$ cat config.mk
export PLATFORM = sky130hd
export DESIGN_NAME = instr_fetch_unit
export DESIGN_NICKNAME = d
export VERILOG_FILES = /design/src/rtl/instr_fetch_unit.sv
export SDC_FILE = /design/constraint.sdc
export NUM_CORES = 1
export LEC_CHECK = 0
export ABC_AREA = 1
export CAP_MARGIN = 30
export CORE_MARGIN = 2
export CORE_UTILIZATION = 61
export CTS_CLUSTER_SIZE = 30
export DETAILED_ROUTE_END_ITERATION = 10
export PLACE_DENSITY = 0.86
export SYNTH_ARGS = -nofsm -noshare
export SYNTH_HDL_FRONTEND = slang
export SYNTH_SLANG_ARGS = --single-unit
$ cat constraint.sdc
create_clock -name clk_i -period 8 [get_ports clk_i]
set_input_delay 1.2 -clock clk_i [delete_from_list [all_inputs] [get_ports clk_i]]
set_output_delay 1.2 -clock clk_i [all_outputs]
set_load 0.03 [all_outputs]
$ cat src/rtl/instr_fetch_unit.sv
// Instruction fetch front end.
// Owns the PC and issues one outstanding req/ack fetch at a time.
// Buffers fetched words in a prefetch FIFO that feeds IF/ID as {instr, pc+4}.
// A taken branch redirects fetch, flushes the FIFO and kills any unacked request.
module instr_fetch_unit #(
    parameter int          DEPTH    = 4,
    parameter logic [31:0] RESET_PC = 32'h0000_0000
) (
    input  logic                       clk_i,
    input  logic                       rst_i,
    output logic                       imem_req_o,
    output logic [31:0]                imem_addr_o,
    input  logic                       imem_ack_i,
    input  logic [31:0]                imem_data_i,
    input  logic                       redirect_i,
    input  logic [31:0]                redirect_pc_i,
    input  logic                       id_ready_i,
    output logic                       ifid_valid_o,
    output logic [31:0]                ifid_instr_o,
    output logic [31:0]                ifid_pc4_o,
    output logic [$clog2(DEPTH):0]     fifo_count_o
);

    localparam int AW = $clog2(DEPTH);
    localparam int CW = AW + 1;
    localparam logic [CW-1:0] DEPTH_C = CW'(DEPTH);

    // S_KILL: a request from before a redirect is still outstanding; its data must be dropped
    typedef enum logic [1:0] {
        S_IDLE = 2'd0,
        S_REQ  = 2'd1,
        S_KILL = 2'd2
    } state_t;

    state_t          state_q, state_d;
    logic [31:0]     fetch_pc_q, fetch_pc_d;
    logic [31:0]     pend_pc_q, pend_pc_d;
    logic [AW-1:0]   wr_ptr_q, wr_ptr_d;
    logic [AW-1:0]   rd_ptr_q, rd_ptr_d;
    logic [CW-1:0]   count_q, count_d;
    logic [CW-1:0]   count_nf;
    logic [63:0]     mem_q [DEPTH];

    logic            push;
    logic            pop;
    logic            flush;

    // FIFO control: redirect flushes, push only for a live, acked, non-redirected fetch
    always_comb begin
        flush = redirect_i;
        push  = (state_q == S_REQ) && imem_ack_i && !redirect_i && (count_q < DEPTH_C);
        pop   = (count_q != '0) && id_ready_i;
        unique case ({push, pop})
            2'b10:   count_nf = count_q + CW'(1);
            2'b01:   count_nf = count_q - CW'(1);
            default: count_nf = count_q;
        endcase
        count_d  = flush ? '0 : count_nf;
        wr_ptr_d = flush ? '0 : (push ? wr_ptr_q + AW'(1) : wr_ptr_q);
        rd_ptr_d = flush ? '0 : (pop  ? rd_ptr_q + AW'(1) : rd_ptr_q);
    end

    // State register
    always_ff @(posedge clk_i or posedge rst_i) begin
        if (rst_i) begin
            state_q <= S_IDLE;
        end else begin
            state_q <= state_d;
        end
    end

    // Next-state logic
    always_comb begin
        state_d = state_q;
        unique case (state_q)
            S_IDLE: begin
                if (redirect_i || (count_q < DEPTH_C)) begin
                    state_d = S_REQ;
                end
            end
            S_REQ: begin
                if (redirect_i) begin
                    state_d = imem_ack_i ? S_REQ : S_KILL;
                end else if (imem_ack_i) begin
                    state_d = (count_nf < DEPTH_C) ? S_REQ : S_IDLE;
                end
            end
            S_KILL: begin
                if (imem_ack_i) begin
                    state_d = S_REQ;
                end
            end
            default: state_d = S_IDLE;
        endcase
    end

    // Output logic: memory side from state/PC, IF/ID side straight from FIFO storage
    always_comb begin
        imem_req_o   = (state_q != S_IDLE);
        imem_addr_o  = fetch_pc_q;
        ifid_valid_o = (count_q != '0);
        ifid_instr_o = mem_q[rd_ptr_q][63:32];
        ifid_pc4_o   = mem_q[rd_ptr_q][31:0];
        fifo_count_o = count_q;
    end

    // PC bookkeeping: fetch_pc advances on accepted fetches, pend_pc remembers a target during KILL
    always_comb begin
        fetch_pc_d = fetch_pc_q;
        pend_pc_d  = pend_pc_q;
        unique case (state_q)
            S_IDLE: begin
                if (redirect_i) begin
                    fetch_pc_d = redirect_pc_i;
                end
            end
            S_REQ: begin
                if (redirect_i) begin
                    if (imem_ack_i) begin
                        fetch_pc_d = redirect_pc_i;
                    end else begin
                        pend_pc_d = redirect_pc_i;
                    end
                end else if (imem_ack_i) begin
                    fetch_pc_d = fetch_pc_q + 32'd4;
                end
            end
            S_KILL: begin
                if (redirect_i) begin
                    pend_pc_d = redirect_pc_i;
                end
                if (imem_ack_i) begin
                    fetch_pc_d = redirect_i ? redirect_pc_i : pend_pc_q;
                end
            end
            default: ;
        endcase
    end

    // Control registers: PCs, FIFO pointers and occupancy
    always_ff @(posedge clk_i or posedge rst_i) begin
        if (rst_i) begin
            fetch_pc_q <= RESET_PC;
            pend_pc_q  <= '0;
            wr_ptr_q   <= '0;
            rd_ptr_q   <= '0;
            count_q    <= '0;
        end else begin
            fetch_pc_q <= fetch_pc_d;
            pend_pc_q  <= pend_pc_d;
            wr_ptr_q   <= wr_ptr_d;
            rd_ptr_q   <= rd_ptr_d;
            count_q    <= count_d;
        end
    end

    // FIFO storage: data only, no reset needed since count gates validity
    always_ff @(posedge clk_i) begin
        if (push) begin
            mem_q[wr_ptr_q] <= {imem_data_i, fetch_pc_q + 32'd4};
        end
    end

endmodule

==> qor.csv <==
stage;metric;value;unit
timing;setup tns final;0;ns
place;Placed Area;16700;µm²
worst_setup_path;number of cells on the critical path;6;
routing;via count;11600;
synthesis;most common flop cell mapped by yosys;edfxtp_1;
grt;global-route wire length before repair;56.5;mm
worst_setup_path;Crit path max-delay family;buffers and inverters;
floorplan;Die H;160;µm
synthesis;synthesized area per cell;9.95;µm²
clock_tree;setup bufs post-CTS;0;
floorplan;die area;25600;µm²
routing;ANT nets after route;0;
power;Cell Pwr Density;341;nW/µm²
clock_tree;worst skew pair latency;0.51;ns
floorplan;Initial Util;0.615;
timing;Slew @ Worst Pin;0.998;ns
power;total leakage power;6.77;nW
synthesis;Synth async-reset ratio;0.222;
worst_setup_path;CP max FO;65;
worst_setup_path;CP Capture Type;output port;
clock_tree;Clock Sinks;329;
routing;wire length per cell;18.3;µm
clock_tree;root buffer cell;clkbuf_16;
routing;vias per cell;5.84;
synthesis;post-synthesis sequential area ratio;0.642;
grt;global route overflow;0;
finish;commonest cells after routing, fill and taps aside;nand2_1, nor2_1, edfxtp_1;
finish;layout cell share with drive strength beyond 1;0.0574;
grt;initial antenna violation count;0;
clock_tree;hold_buf cts;0;
worst_setup_path;WS Path Type;flop to output port;
clock_tree;TritonCTS buffer count;34;
clock_tree;number of H-tree levels;2;
floorplan;row cnt;57;
worst_setup_path;CP max stage cell;clkinv_1;
place;pre-CTS WS;3.45;ns
worst_setup_path;CP most frequent cell;buf_4;
synthesis;post-synth cell types;39;
finish;commonest non-fill, non-tap cell in the layout;nand2_1;
clock_tree;CTS resizes;0;
timing;Period minus WS final;5.13;ns
place;DP HPWL;22.2;mm
worst_setup_path;Worst path max stage delay;1.00;ns
timing;fin crit share;0.641;
worst_setup_path;depth of the most critical reg-to-reg path;20;
synthesis;Synth Instances;1490;
worst_setup_path;Worst Path Arrival;3.93;ns
floorplan;die span in x;160;µm
worst_setup_path;worst setup path endpoint;ifid_pc4_o[9];
timing;Fin Hold WS;0.528;ns
timing;f_max;0.195;GHz
clock_tree;CTS tree;yes;
grt;vias in the first global route;11000;
finish;Antenna diodes;0;
floorplan;core area;24100;µm²
synthesis;Synth area leader;edfxtp_1;
routing;drt pass-1 iters;6;
timing;Worst Clk Skew;0.0136;ns
worst_setup_path;CP Buf/Inv Count;4;
finish;# fillers;1630;
timing;Max Slew Vio Count;0;
synthesis;Synth area leaders;edfxtp_1, dfrtp_1, nand2_1;
worst_setup_path;Setup crit start kind;flop;
place;PortBufs;169;
synthesis;Syn Nets;1573;
synthesis;flop and latch count out of synthesis;329;
timing;Rel. slew slack;0.331;
clock_tree;maximum root-to-sink buffer count;3;
worst_setup_path;CP Launch Point;rd_ptr_q[1];
timing;RSZ-0062 raised after global routing;no;
routing;Detailed Route WL;36.2;mm
timing;final hold violations;0;
finish;Area growth syn-to-layout;20.6;%
synthesis;Post-synth EDFFs;256;
worst_setup_path;reg-to-reg setup timing slack;3.91;ns
worst_setup_path;required time of the critical path;6.80;ns
grt;pin count of the biggest net entering global routing;74;
timing;worst setup margin;2.87;ns
synthesis;top cell type's share of synthesized area;0.519;
worst_setup_path;Crit Reg-Reg Endpoint;state_q[0];
routing;initial DRC count;1128;
worst_setup_path;crit-path cells;buf_4, clkinv_1, buf_4, o21ai_0, o22ai_1, clkdlybuf4s50_1;
place;RD Place Congestion;0.916;
synthesis;Synth warnings;0;
power;worst vdd ir;242;µV
min_path;Hold WC Path Type;flop to flop;
worst_setup_path;Critical R2R Launch;state_q[1];
finish;post-layout net count;1713;
finish;design area;17900;µm²
job;maxcap violations;0;
clock_tree;Clock transition at path regs;0.06;ns
routing;DRC Markers;0;
power;Power, Total;6.09;mW
floorplan;Ports;170;
grt;GRT Total Usage;0.280;
timing;# setup viols final;0;
synthesis;Mapped Area;14800;µm²
run_status;status;complete, no violations;
-- cells in the mapped netlist, types with 2 or more instances --
library cell / count
xnor2_1: 3
nor2_1: 260
nor2_4: 2
o211ai_1: 7
a21oi_1: 81
and2_1: 11
inv_1: 76
nand2_2: 3
nor3_1: 2
inv_2: 5
or2_2: 2
o21bai_1: 3
a31oi_1: 6
o221ai_1: 2
a21boi_0: 2
edfxtp_1: 256
o22ai_1: 65
o2111ai_1: 2
nand4_1: 3
buf_2: 28
xor2_1: 5
clkbuf_1: 50
nor2_2: 6
buf_4: 2
ha_1: 14
nand2_1: 298
nand3_1: 29
o21ai_1: 17
o21ai_0: 168
dfrtp_1: 73
-- state kept, by name, indices dropped and copies added, names as in the netlist --
signal	flops
wr_ptr_q	2
rd_ptr_q	2
fifo_count_o	3
mem_q	256
state_q	2
imem_addr_o	32
pend_pc_q	32
-- layout make-up --
cell class	instances	area (µm²)	share of cell area
clock buffer	40	895	0.0500
sequential	329	9520	0.533
timing repair buffer	185	1860	0.104
clock inverter	22	210	0.0118
tap	324	405	0.0227
inverter	81	305	0.0171
multi-input combinational	999	4680	0.262
-- worst reg2reg max path, cell delays in order, from the launching register on --
cell and delay [ns]:
dfrtp_1 0.43, inv_1 0.10, ha_1 0.70, inv_2 0.41, nor2_4 0.33, inv_2 0.16, nor3_4 0.22, inv_2 0.18
ha_1 0.26, xor2_1 0.15, ha_1 0.18, a21oi_1 0.16, nor2_1 0.06, nor2_1 0.09, nand2_1 0.07, nand2_1 0.06
nand2_1 0.06, o21ai_0 0.19, nand2_1 0.07, nand2_1 0.06, nand2_1 0.05
-- cells by family after synthesis --
group,after synthesis,share of synthesized area
buffers and inverters,162,0.0444
flip-flops,329,0.642
AND/OR/NAND/NOR,620,0.166
XOR/XNOR,8,0.00473
AO/OA/AOI/OAI,357,0.131
adder cells (fa/ha/maj),14,0.0118
-- routing by layer --
metal	GRT usage	routed length, µm
met1	0.374	14400
met2	0.483	18000
met3	0.0392	2980
met4	0.0827	843
met5	0	0
-- stage by stage --
| stage | util | cells |
|---|---|---|
| 2_1_floorplan | - | 1490 |
| 3_3_place_gp | 0.693 | 1915 |
| 3_5_place_dp | 0.695 | 1917 |
| 4_1_cts | 0.740 | 1979 |
| 5_1_grt | 0.742 | 1980 |
| 6_report | 0.742 | 1980 |
-- worst min path at each step --
stage,from,endpoint,slack [ns],cells past startpoint
3_5_place_dp,pend_pc_q[26],pend_pc_q[26],0.52,2
6_report,pend_pc_q[27],pend_pc_q[27],0.53,2
3_3_place_gp,pend_pc_q[14],pend_pc_q[14],0.51,2
4_1_cts,pend_pc_q[27],pend_pc_q[27],0.54,2
5_1_grt,pend_pc_q[17],pend_pc_q[17],0.56,2
2_1_floorplan,pend_pc_q[12],pend_pc_q[12],0.50,2
-- report_power, final --
part	internal, mW	switching [mW]	leakage (nW)
clock	0.905	0.648	0.529
combinational	0.729	1.38	3.04
sequential	2.19	0.242	3.19
Power figures use the tool's default switching activity.
